`src/rtl/idu_pkg.sv`:
```
// Shared decode types for the barrel-pipeline instruction decode unit:
// opcode classes, RV32I major opcodes, immediate formats and thread state.
package idu_pkg;

    typedef enum logic [3:0] {
        OP_NOP    = 4'd0,
        OP_LUI    = 4'd1,
        OP_AUIPC  = 4'd2,
        OP_JAL    = 4'd3,
        OP_JALR   = 4'd4,
        OP_BRANCH = 4'd5,
        OP_LOAD   = 4'd6,
        OP_STORE  = 4'd7,
        OP_IMM    = 4'd8,
        OP_REG    = 4'd9,
        OP_SYSTEM = 4'd10
    } op_class_t;

    // instr[6:2] values; instr[1:0] must be 2'b11 for any legal RV32I word
    localparam logic [4:0] OPC_LOAD     = 5'b00000;
    localparam logic [4:0] OPC_MISC_MEM = 5'b00011;
    localparam logic [4:0] OPC_OP_IMM   = 5'b00100;
    localparam logic [4:0] OPC_AUIPC    = 5'b00101;
    localparam logic [4:0] OPC_STORE    = 5'b01000;
    localparam logic [4:0] OPC_OP       = 5'b01100;
    localparam logic [4:0] OPC_LUI      = 5'b01101;
    localparam logic [4:0] OPC_BRANCH   = 5'b11000;
    localparam logic [4:0] OPC_JALR     = 5'b11001;
    localparam logic [4:0] OPC_JAL      = 5'b11011;
    localparam logic [4:0] OPC_SYSTEM   = 5'b11100;

    typedef enum logic [2:0] {
        IMM_R = 3'd0,
        IMM_I = 3'd1,
        IMM_S = 3'd2,
        IMM_B = 3'd3,
        IMM_U = 3'd4,
        IMM_J = 3'd5
    } imm_fmt_t;

    typedef enum logic {
        TS_RUN  = 1'b0,
        TS_HALT = 1'b1
    } thread_state_t;

endpackage

```
`src/rtl/idu_imm_gen.sv`:
```
// Combinational RV32I immediate generator: selects and sign-extends the
// immediate bits of instr[31:7] according to the decoded format.
module idu_imm_gen
    import idu_pkg::*;
(
    input  logic [31:7] i_instr,
    input  imm_fmt_t    i_fmt,
    output logic [31:0] o_imm
);

    // Format-dependent immediate assembly; R-type and unknown formats yield zero
    always_comb begin
        o_imm = 32'd0;
        case (i_fmt)
            IMM_I:   o_imm = {{20{i_instr[31]}}, i_instr[31:20]};
            IMM_S:   o_imm = {{20{i_instr[31]}}, i_instr[31:25], i_instr[11:7]};
            IMM_B:   o_imm = {{19{i_instr[31]}}, i_instr[31], i_instr[7],
                              i_instr[30:25], i_instr[11:8], 1'b0};
            IMM_U:   o_imm = {i_instr[31:12], 12'd0};
            IMM_J:   o_imm = {{11{i_instr[31]}}, i_instr[31], i_instr[19:12],
                              i_instr[20], i_instr[30:21], 1'b0};
            IMM_R:   o_imm = 32'd0;
            default: o_imm = 32'd0;
        endcase
    end

endmodule

```
`src/rtl/idu.sv`:
```
// Instruction decode unit for the 4-thread barrel pipeline: RV32I field decode,
// warm-up gating after reset and per-thread RUN/HALT tracking, one cycle latency.
module idu
    import idu_pkg::*;
#(
    parameter int XLEN        = 32,
    parameter int ADDR_LEN    = 15,
    parameter int NUM_THREADS = 4,
    parameter int FETCH_LAT   = 2
) (
    input  logic                           clk,
    input  logic                           rst,
    input  logic [XLEN-1:0]                instr,
    input  logic [$clog2(NUM_THREADS)-1:0] tid_in,
    input  logic [ADDR_LEN-3:0]            pc_in,
    input  logic [NUM_THREADS-1:0]         resume,
    output logic                           dec_valid,
    output logic [$clog2(NUM_THREADS)-1:0] dec_tid,
    output logic [ADDR_LEN-3:0]            dec_pc,
    output op_class_t                      dec_op,
    output logic [4:0]                     dec_rd,
    output logic [4:0]                     dec_rs1,
    output logic [4:0]                     dec_rs2,
    output logic [2:0]                     dec_funct3,
    output logic                           dec_funct7b5,
    output logic [XLEN-1:0]                dec_imm,
    output logic                           dec_illegal,
    output logic [NUM_THREADS-1:0]         thread_halted
);

    localparam int TID_W = $clog2(NUM_THREADS);
    localparam int CNT_W = $clog2(FETCH_LAT + 1);

    logic [CNT_W-1:0] r_warm;
    thread_state_t    r_state     [NUM_THREADS];
    thread_state_t    w_state_nxt [NUM_THREADS];

    logic [4:0]  w_opc;
    op_class_t   w_op;
    imm_fmt_t    w_fmt;
    logic        w_known;
    logic        w_illegal;
    logic        w_ecall;
    logic        w_valid;
    logic        w_halt_evt;
    logic [4:0]  w_rd;
    logic [4:0]  w_rs1;
    logic [4:0]  w_rs2;
    logic [31:0] w_imm;

    idu_imm_gen u_imm_gen (
        .i_instr (instr[31:7]),
        .i_fmt   (w_fmt),
        .o_imm   (w_imm)
    );

    // Opcode class, immediate format and register-field masking
    always_comb begin
        w_opc   = instr[6:2];
        w_op    = OP_NOP;
        w_fmt   = IMM_R;
        w_known = 1'b1;
        w_rd    = instr[11:7];
        w_rs1   = instr[19:15];
        w_rs2   = instr[24:20];
        case (w_opc)
            OPC_LUI:      begin w_op = OP_LUI;    w_fmt = IMM_U; w_rs1 = 5'd0; w_rs2 = 5'd0; end
            OPC_AUIPC:    begin w_op = OP_AUIPC;  w_fmt = IMM_U; w_rs1 = 5'd0; w_rs2 = 5'd0; end
            OPC_JAL:      begin w_op = OP_JAL;    w_fmt = IMM_J; w_rs1 = 5'd0; w_rs2 = 5'd0; end
            OPC_JALR:     begin w_op = OP_JALR;   w_fmt = IMM_I; end
            OPC_BRANCH:   begin w_op = OP_BRANCH; w_fmt = IMM_B; w_rd  = 5'd0; end
            OPC_LOAD:     begin w_op = OP_LOAD;   w_fmt = IMM_I; end
            OPC_STORE:    begin w_op = OP_STORE;  w_fmt = IMM_S; w_rd  = 5'd0; end
            OPC_OP_IMM:   begin w_op = OP_IMM;    w_fmt = IMM_I; end
            OPC_OP:       begin w_op = OP_REG;    w_fmt = IMM_R; end
            OPC_SYSTEM:   begin w_op = OP_SYSTEM; w_fmt = IMM_I; end
            OPC_MISC_MEM: begin w_op = OP_NOP;    w_fmt = IMM_I; end
            default:      begin w_known = 1'b0;   w_fmt = IMM_R; end
        endcase
        w_illegal = !w_known || (instr[1:0] != 2'b11);
        if (w_illegal) begin
            w_op = OP_NOP;
        end else begin
            w_op = w_op;
        end
    end

    // Slot validity and trap detection (ECALL/EBREAK share funct3 == 0)
    always_comb begin
        w_ecall    = (w_opc == OPC_SYSTEM) && (instr[14:12] == 3'd0);
        w_valid    = (r_warm == {CNT_W{1'b0}}) && (r_state[tid_in] == TS_RUN);
        w_halt_evt = w_valid && (w_illegal || w_ecall);
    end

    // Per-thread next state: a trap on this slot beats a same-cycle resume
    always_comb begin
        for (int t = 0; t < NUM_THREADS; t++) begin
            w_state_nxt[t] = r_state[t];
            if (w_halt_evt && (tid_in == TID_W'(t))) begin
                w_state_nxt[t] = TS_HALT;
            end else if ((r_state[t] == TS_HALT) && resume[t]) begin
                w_state_nxt[t] = TS_RUN;
            end else begin
                w_state_nxt[t] = r_state[t];
            end
        end
    end

    // Warm-up counter, thread FSM array and registered decode outputs
    always_ff @(posedge clk) begin
        if (!rst) begin
            r_warm        <= CNT_W'(FETCH_LAT);
            for (int t = 0; t < NUM_THREADS; t++) begin
                r_state[t] <= TS_RUN;
            end
            thread_halted <= {NUM_THREADS{1'b0}};
            dec_valid     <= 1'b0;
            dec_tid       <= {TID_W{1'b0}};
            dec_pc        <= {(ADDR_LEN-2){1'b0}};
            dec_op        <= OP_NOP;
            dec_rd        <= 5'd0;
            dec_rs1       <= 5'd0;
            dec_rs2       <= 5'd0;
            dec_funct3    <= 3'd0;
            dec_funct7b5  <= 1'b0;
            dec_imm       <= {XLEN{1'b0}};
            dec_illegal   <= 1'b0;
        end else begin
            if (r_warm != {CNT_W{1'b0}}) begin
                r_warm <= r_warm - CNT_W'(1);
            end else begin
                r_warm <= r_warm;
            end
            for (int t = 0; t < NUM_THREADS; t++) begin
                r_state[t]       <= w_state_nxt[t];
                thread_halted[t] <= (w_state_nxt[t] == TS_HALT);
            end
            dec_valid     <= w_valid;
            dec_tid       <= tid_in;
            dec_pc        <= pc_in;
            dec_op        <= w_op;
            dec_rd        <= w_rd;
            dec_rs1       <= w_rs1;
            dec_rs2       <= w_rs2;
            dec_funct3    <= instr[14:12];
            dec_funct7b5  <= instr[30];
            dec_imm       <= XLEN'(w_imm);
            dec_illegal   <= w_illegal;
        end
    end

endmodule

```
`config.mk`:
```
export PLATFORM = sky130hd
export DESIGN_NAME = idu
export DESIGN_NICKNAME = d
export VERILOG_FILES = /design/src/rtl/idu_pkg.sv /design/src/rtl/idu_imm_gen.sv /design/src/rtl/idu.sv
export SDC_FILE = /design/constraint.sdc
export NUM_CORES = 1
export LEC_CHECK = 0
export CORE_AREA = 8 8 90 92
export CTS_CLUSTER_DIAMETER = 150
export DETAILED_ROUTE_END_ITERATION = 10
export DIE_AREA = 0 0 98 100
export PLACE_DENSITY = 0.83
export SLEW_MARGIN = 20
export SYNTH_ARGS = -nofsm -noshare
export SYNTH_HDL_FRONTEND = slang
export SYNTH_SLANG_ARGS = --single-unit
```
`constraint.sdc`:
```
create_clock -name clk -period 3.3 [get_ports clk]
set_input_delay 0.99 -clock clk [delete_from_list [all_inputs] [get_ports clk]]
set_output_delay 0.99 -clock clk [all_outputs]
set_load 0.02 [all_outputs]
```
Word level (Yosys, flattened, before mapping)
Memories as Yosys holds them, arrays and structs flattened.
Cells that the tools add are included.
{ "totals": {"reg_bits": 78, "ramBits": 4, "input_bits": 53, "elab_cells": 83, "n_memories": 1} }
{ "memory_table": {"columns": ["memory", "words", "width", "read_ports", "rd_clocked_by_memory_dff", "wr", "line", "text"], "rows": [
  ["r_state", 4, 1, 5, 0, 4, "idu.sv:35", "thread_state_t r_state [NUM_THREADS];"]
]} }
{ "op_classes": {"add_sub_neg": 1, "eq_ne": 19, "n_mux": 18, "bitwise_logic": 6, "reduce_logical": 25} }
{ "op_table": {"columns": ["op", "count"], "rows": [
  ["32-bit case mux with 5 select lines", 1],
  ["4-bit case mux with 10 select lines", 1],
  ["5-bit == test (second input constant)", 4],
  ["5-bit by 4-bit == test with 1-bit output (second input constant)", 3],
  ["1-bit two-way mux", 15],
  ["3-bit case mux with 5 select lines", 1],
  ["1-bit logical AND", 11],
  ["11-bit OR reduction", 1],
  ["5-bit by 3-bit == test with 1-bit output (second input constant)", 2],
  ["3-bit by 2-bit == test with 1-bit output (second input constant)", 2],
  ["3-bit == test (second input constant)", 2],
  ["5-bit by 2-bit == test with 1-bit output (second input constant)", 1],
  ["5-bit logical NOT", 1],
  ["5-bit OR reduction", 1],
  ["2-bit == test (second input constant)", 2],
  ["2-bit logical NOT", 2],
  ["1-bit OR", 4],
  ["2-bit OR reduction", 2],
  ["4-bit OR reduction", 1],
  ["3-bit by 1-bit == test with 1-bit output (second input constant)", 1],
  ["3-bit logical NOT", 1],
  ["3-bit OR reduction", 1],
  ["2-bit by 1-bit == test with 1-bit output (second input constant)", 1],
  ["1-bit logical OR", 2],
  ["other kinds (5)", 6]
]} }

Depth between registers and ports, before layout
Gate-level depths: netlist of the first run.
{ "depth": {"depth_word": 10, "mapped_depth": 7} }

Hierarchy
Synthesis of the first run repeated with hierarchy kept, for this count alone.
{ "hier_totals": {"cells_unflattened": 292, "area_unflattened_um2": 2921.6} }
{ "modules_own_cells": {"columns": ["mod", "n_inst", "cells_each", "area_each_um2"], "rows": [
  ["idu", 1, 226, 2531.2],
  ["idu_imm_gen", 1, 66, 390.4]
]} }

Least setup slack after synthesis of the first run
No wires, ideal clock.
{ "synth_timing": {"kind": "in2reg", "start": "input port instr[4]", "end": "register dec_rs1[0]", "t_arrival_ns": 2.039, "required_time_ns": 3.185, "slack_ns": 1.146, "cell_stages": 5, "n_path_buf": 1, "cell_sequence": "buf_4 > or3b_1 > a21boi_4 > nor2b_1 > and2_1"} }
{ "synth_between": {"elab_chain_len": 2, "word_cells_on_any_way": 4} }
{ "synth_lines": {"columns": ["item", "line", "text"], "rows": [
  ["from (decl)", "idu.sv:13", "input logic [XLEN-1:0] instr,"],
  ["5-bit == test (tied with other cells)", "idu.sv:66", "case (w_opc)"],
  ["4-bit OR reduction (no line) *", null, null],
  ["to (signal assigned)", "idu.sv:143", "dec_rs1 <= w_rs1;"],
  ["to (decl)", "idu.sv:22", "output logic [4:0] dec_rs1,"]
]} }
Mark *: on every way between the ends. The rest lies on a longest branch, timed or not.
A chain may end at the register's enable or synchronous reset.

Worst setup path after layout of the first run
{ "layout_timing": {"start": "input port instr[4]", "end": "register dec_imm[16]"} }
{ "layout_between": {"elab_chain_len": 5, "word_cells_on_any_way": 19} }
{ "layout_lines": {"columns": ["item", "line", "text"], "rows": [
  ["5-bit == test (tied with other cells)", "idu.sv:66", null],
  ["5-bit OR reduction (no line) / 2-bit OR reduction (equally long branches)", null, null],
  ["3-bit case mux with 5 select lines *", "idu.sv:66", null],
  ["3-bit == test (tied with other cells)", "idu_imm_gen.sv:14", "case (i_fmt)"],
  ["32-bit case mux with 5 select lines *", "idu_imm_gen.sv:14", null],
  ["to (signal assigned)", "idu.sv:126", "dec_imm <= {XLEN{1'b0}};"],
  ["to (signal assigned)", "idu.sv:147", "dec_imm <= XLEN'(w_imm);"],
  ["to (decl)", "idu.sv:26", "output logic [XLEN-1:0] dec_imm,"]
]} }
Marks and branches as above.

==> results of run 1 <==
## report_power, final
part	switching, mW	internal, mW
combinational	0.178	0.194
clock	0.344	0.352
sequential	0.0185	1.04
total	0.540	1.59
## layout by cell type, fill, tap and decap left out, drive strengths merged, types with 3 or more instances in the layout
cell	n
clkdlybuf4s50	128
dfxtp	82
and2	37
nand2	32
a21oi	29
nor2	14
clkbuf	12
o21ai	10
nand3	8
buf	8
and3	6
nand3b	6
inv	4
nor2b	4
a31oi	3
clkinv	3
## state kept, by name, indices dropped and copies added (netlist names)
name / count
dec_imm: 32
dec_pc: 13
dec_rd: 5
dec_rs1: 5
dec_rs2: 5
dec_op: 4
r_state: 4
thread_halted: 4
dec_funct3: 3
dec_tid: 2
r_warm: 2
dec_funct7b5: 1
dec_illegal: 1
dec_valid: 1
## cell families (layout without fill, tap and decap cells)
| kind of cell | Yosys count | after routing | synth area share (%) |
|---|---|---|---|
| compound gates | 59 | 59 | 14.45 |
| xor+xnor | 2 | 2 | 0.6023 |
| fa+ha+maj | 2 | 2 | 0.7741 |
| buf+inv | 19 | 156 | 3.785 |
| flops | 82 | 82 | 56.43 |
| mux | 2 | 2 | 1.161 |
| simple gates | 120 | 120 | 22.80 |
## through the flow
step	utilization, %	instances	worst slack [ps]	hold WS [ps]	instance area (µm²)
CTS	67.06	503	732.1	520.3	4456
global placement	64.24	487	397.8	487.4	4268
global route	67.06	503	573.8	564.5	4456
finish	67.06	503	707.3	519.2	4456
detailed placement	64.24	487	360.3	501.4	4268
floorplan	-	286	1146	458.1	2909
## final cells by class
cell class / count / area share (%)
timing repair buffer: 136 / 30.38
clock inverter: 4 / 1.179
sequential: 82 / 36.84
multi-input combinational: 185 / 25.98
inverter: 4 / 0.3370
tap: 80 / 2.247
clock buffer: 12 / 3.033
## layer usage
metal | share of wire [%] | track usage [%] | vias up
met5 | 0 | 0 | -
met4 | 1.6 | 8.633 | 0
met3 | 6.3 | 5.052 | 8
met2 | 51 | 28.13 | 86
met1 | 41 | 17.25 | 1130
li1 | - | - | 1234
## path summary, 6_finish.rpt
check	startpoint	to
hold reg to reg	r_state[3]$_DFF_P_	thread_halted[3]$_SDFF_PN0_
hold / removal	r_state[3]$_DFF_P_	thread_halted[3]$_SDFF_PN0_
setup / recovery	instr[4]	dec_imm[16]$_SDFF_PN0_
setup reg to reg	r_warm[0]$_SDFFE_PN0N_	thread_halted[2]$_SDFF_PN0_
==> results.cfg, run 1 <==
[critical_path]
critical_path_buf_inv_count = 2
cpMaxStageDelayCell = clkdlybuf4s50_1
cp_max_fo = 11
cp.arrival_ps = 2870
reg2reg_depth = 5
r2r_setup_slack_ps = 1610
cp.depth = 6
worst_setup_path_start_kind = primary input
cp-end-kind = flop
slowest_delay_ps = 590
crit_chain = clkdlybuf4s50_1 > buf_4 > maj3_1 > nor3b_1 > o21ai_1 > a21oi_1
worstPathRequired_ps = 3570
cpLargestDelayFamily = buffers and inverters
crit_type = in -> reg

[synth]
syn_inst = 286
ys.flop_type = dfxtp_1
yosysTopAreaCell = dfxtp_1
yosys_warnings = 0
ys_ff_latch = 82
synth_most_common_cell = dfxtp_1
async_flop_share_pct = 0
synth-edff-count = 0
yosysUniqueCellTypes = 52
syn_nets = 340
synth_seq_area_share_pct = 56.43
synth_top_area_share_pct = 56.43
synth.avg_cell_area_um2 = 10.17
syn_area_um2 = 2909
synth_common_cells = dfxtp_1 (82), and2_1 (37), nand2_1 (32)
yosys-top-cells-area = dfxtp_1 (56%), and2_1 (8.0%), nand2_1 (4.1%)

[cells_and_area]
regArea_um2 = 1642
antenna_cells = 0
synthToLayoutAreaGrowth_pct = 53.16
finalNetCount = 472
n_fill_cell = 509
multi_input_area_um2 = 1157
drive_above_1_share_pct = 10.17

[place]
gp_congestion = 0.8460
place_hpwl_um = 6140
port_buffers = 128

[global_route]
grtUsageTotal_pct = 16.17
grt_pass1_vias = 2407
antenna_found_initial = 0
grt_overflow = 0
grt_max_degree = 28
grt_pass1_wl_um = 12410

[min_path]
min_path_cells = 1
hp-class = reg -> reg

[clock_network]
tritoncts = built
numCtsBuffers = 9
clk_pin_slew_ps = 80
clockBufferDepth = 2
htreeDepth = 3
postCtsSetupBuffers = 0
postCtsHoldBufs = 0
clk_latency_ps = 340
cts_resized = 0
clock-sinks = 82
cts_root_buffer = clkbuf_8

[sta]
timing.slew.headroom_pct = 59.01
max_freq_mhz = 385.7
worst_pin_slew_ps = 610.7
rsz0062_at_grt = false
slew_viol_final = 0
setup_viol = 0
fin_setup_tns_ps = 0
period_share_pct = 78.57
skew_ps = 6.331
min_period_ps = 2593
finalHoldViolCount = 0

[drt]
postRouteAntennaNets = 0
vias = 2458
dr.pass1.iters = 4
wl_um = 8136
via_per_inst = 4.887
drc = 0
wl_per_cell_um = 16.17
initialDrtViolationCount = 95

[floorplan]
die_w_um = 98
start_util_pct = 43.79
die_h_um = 100
floorplan.die_area_um2 = 9800
core_area_um2 = 6644
ios = 129
rows = 30

[power]
vdd_ir_drop_max_uv = 210.8
power_mw = 2.129
power_per_cell_area_nw_per_um2 = 477.7
power.leakage_nw = 1.639

[job]
drv_cap = 0

[status]
status = finished clean
(Power assumes the default switching activity.)
==> run 2: changes to the inputs <==
CORE_AREA = 8 8 94 96   (was 8 8 90 92)
DIE_AREA = 0 0 102 104   (was 0 0 98 100)
PLACE_DENSITY = 0.77   (was 0.83)
clock period = 2.4 ns   (was 3.3 ns; I/O delays follow)
==> results.cfg, run 2 (synthesis results as in run 1) <==
[drt]
via_per_inst = 4.707
postRouteAntennaNets = 0
wl_per_cell_um = 15.28
wl_um = 8402
drc = 0
initialDrtViolationCount = 92
dr.pass1.iters = 4
vias = 2589

[sta]
max_freq_mhz = 459.5
finalHoldViolCount = 0
period_share_pct = 90.68
slew_viol_final = 0
setup_viol = 0
holdWs_ps = 506.6
skew_ps = 8.823
min_period_ps = 2176
rsz0062_at_grt = false
worst_pin_slew_ps = 608.6
timing.slew.headroom_pct = 59.15

[clock_network]
cts_resized = 0
postCtsSetupBuffers = 0
cts_root_buffer = clkbuf_8
clk_pin_slew_ps = 90
clockBufferDepth = 2
clock-sinks = 82
tritoncts = built
postCtsHoldBufs = 0
clk_latency_ps = 350
htreeDepth = 3
numCtsBuffers = 9

[cells_and_area]
top_regs = dec_imm: 32 flops, dec_pc: 13 flops
antenna_cells = 0
finalNetCount = 497
synthToLayoutAreaGrowth_pct = 60.65
fin_util_pct = 62.75
layout_commonest_cell = clkdlybuf4s50_1
regArea_um2 = 1642
drive_above_1_share_pct = 15.63
largest_reg_flops = 32
final_cell_mix = clkdlybuf4s50_1 (128), dfxtp_1 (82), and2_1 (37), buf_4 (33), nand2_1 (32)
n_fill_cell = 612
multi_input_area_um2 = 1157
final_area_um2 = 4673
largest_register = dec_imm

[min_path]
holdPathEnd = thread_halted[0]$_SDFF_PN0_
min_path_cells = 2
min_from = r_state[0]$_DFF_P_
hp-class = reg -> reg

[floorplan]
core_area_um2 = 7447
die_h_um = 104
start_util_pct = 39.06
die_w_um = 102
floorplan.die_area_um2 = 10610
ios = 129
rows = 32

[critical_path]
reg2reg_depth = 5
cp-end-kind = flop
worstPathRequired_ps = 2610
cp_max_fo = 8
r2r-end = thread_halted[2]$_SDFF_PN0_
r2r_start = r_warm[0]$_SDFFE_PN0N_
crit_type = in -> reg
worst_setup_path_start_kind = primary input
cp.arrival_ps = 2380
r2r_setup_slack_ps = 740

[global_route]
grt_max_degree = 36
grt_overflow = 0
grt_pass1_vias = 2680
grt_pass1_wl_um = 13320
antenna_found_initial = 0
grtUsageTotal_pct = 15.75

[place]
place_hpwl_um = 6487
gp_congestion = 0.8715
port_buffers = 128
placed_cell_area_um2 = 4471

[power]
power.leakage_nw = 1.750
vdd_ir_drop_max_uv = 315.3
power_mw = 3.018
power_per_cell_area_nw_per_um2 = 645.9

[job]
drv_cap = 0

[status]
status = finished clean
run 2: cell count changes in the layout (fill, tap and decap cells not counted):
| cell | previous run | this run |
|---|---|---|
| inv_6 | 0 | 1 |
| buf_4 | 7 | 33 |
| clkinv_2 | 1 | 0 |
| clkbuf_8 | 9 | 10 |
| clkinv_4 | 2 | 0 |
| clkinvlp_4 | 0 | 3 |
| buf_12 | 1 | 0 |
| clkbuf_1 | 3 | 1 |
run 2: where the power goes:
part / switching [mW] / internal (mW) / total (mW)
Sequential: 0.0234 / 1.43 / 1.46
Combinational: 0.251 / 0.290 / 0.541
Clock: 0.508 / 0.513 / 1.02
run 2: worst max-delay path by stage:
| stage | startpoint | to |
|---|---|---|
| 3_5_place_dp | instr[2] | dec_imm[15]$_SDFF_PN0_ |
| 4_1_cts | instr[2] | dec_imm[15]$_SDFF_PN0_ |
| 5_1_grt | instr[6] | dec_imm[17]$_SDFF_PN0_ |
| 6_report | instr[6] | dec_imm[13]$_SDFF_PN0_ |
| 2_1_floorplan | instr[4] | dec_rs1[0]$_SDFF_PP0_ |
| 3_3_place_gp | instr[6] | dec_imm[3]$_SDFF_PN0_ |
run 2: area by class of cell:
class / count / share of cell area, %
multi-input cells: 185 / 24.77
inverters: 4 / 0.3213
well taps: 102 / 2.731
repair buffers: 161 / 32.72
clock buffers: 11 / 3.025
flip-flops and latches: 82 / 35.13
clock inverters: 5 / 1.312
run 2: critical path: stages:
cell	delay (ps)
clkdlybuf4s50_1	590
buf_4	180
nor2_1	50
a21boi_2	190
o21ai_1	510
a21oi_1	130
run 2: through the flow:
| stage | cells | TNS, ps | setup WS (ps) |
|---|---|---|---|
| floorplan | 286 | 0 | 516.5 |
| global placement | 534 | -789.2 | -67.71 |
| detailed placement | 534 | -2928 | -116.3 |
| CTS | 550 | 0 | 250.9 |
| global route | 550 | 0 | 96.07 |
| finish | 550 | 0 | 223.8 |
run 2: per-layer routing:
| layer | global-route usage [%] | part of all wire [%] | routed length, µm | up-vias |
|---|---|---|---|---|
| li1 | - | - | - | 1281 |
| met1 | 17.68 | 41 | 3419 | 1217 |
| met2 | 27.12 | 50 | 4236 | 83 |
| met3 | 4.418 | 7.4 | 623 | 8 |
| met4 | 5.981 | 1.5 | 123 | 0 |
| met5 | 0 | 0 | 0 | - |
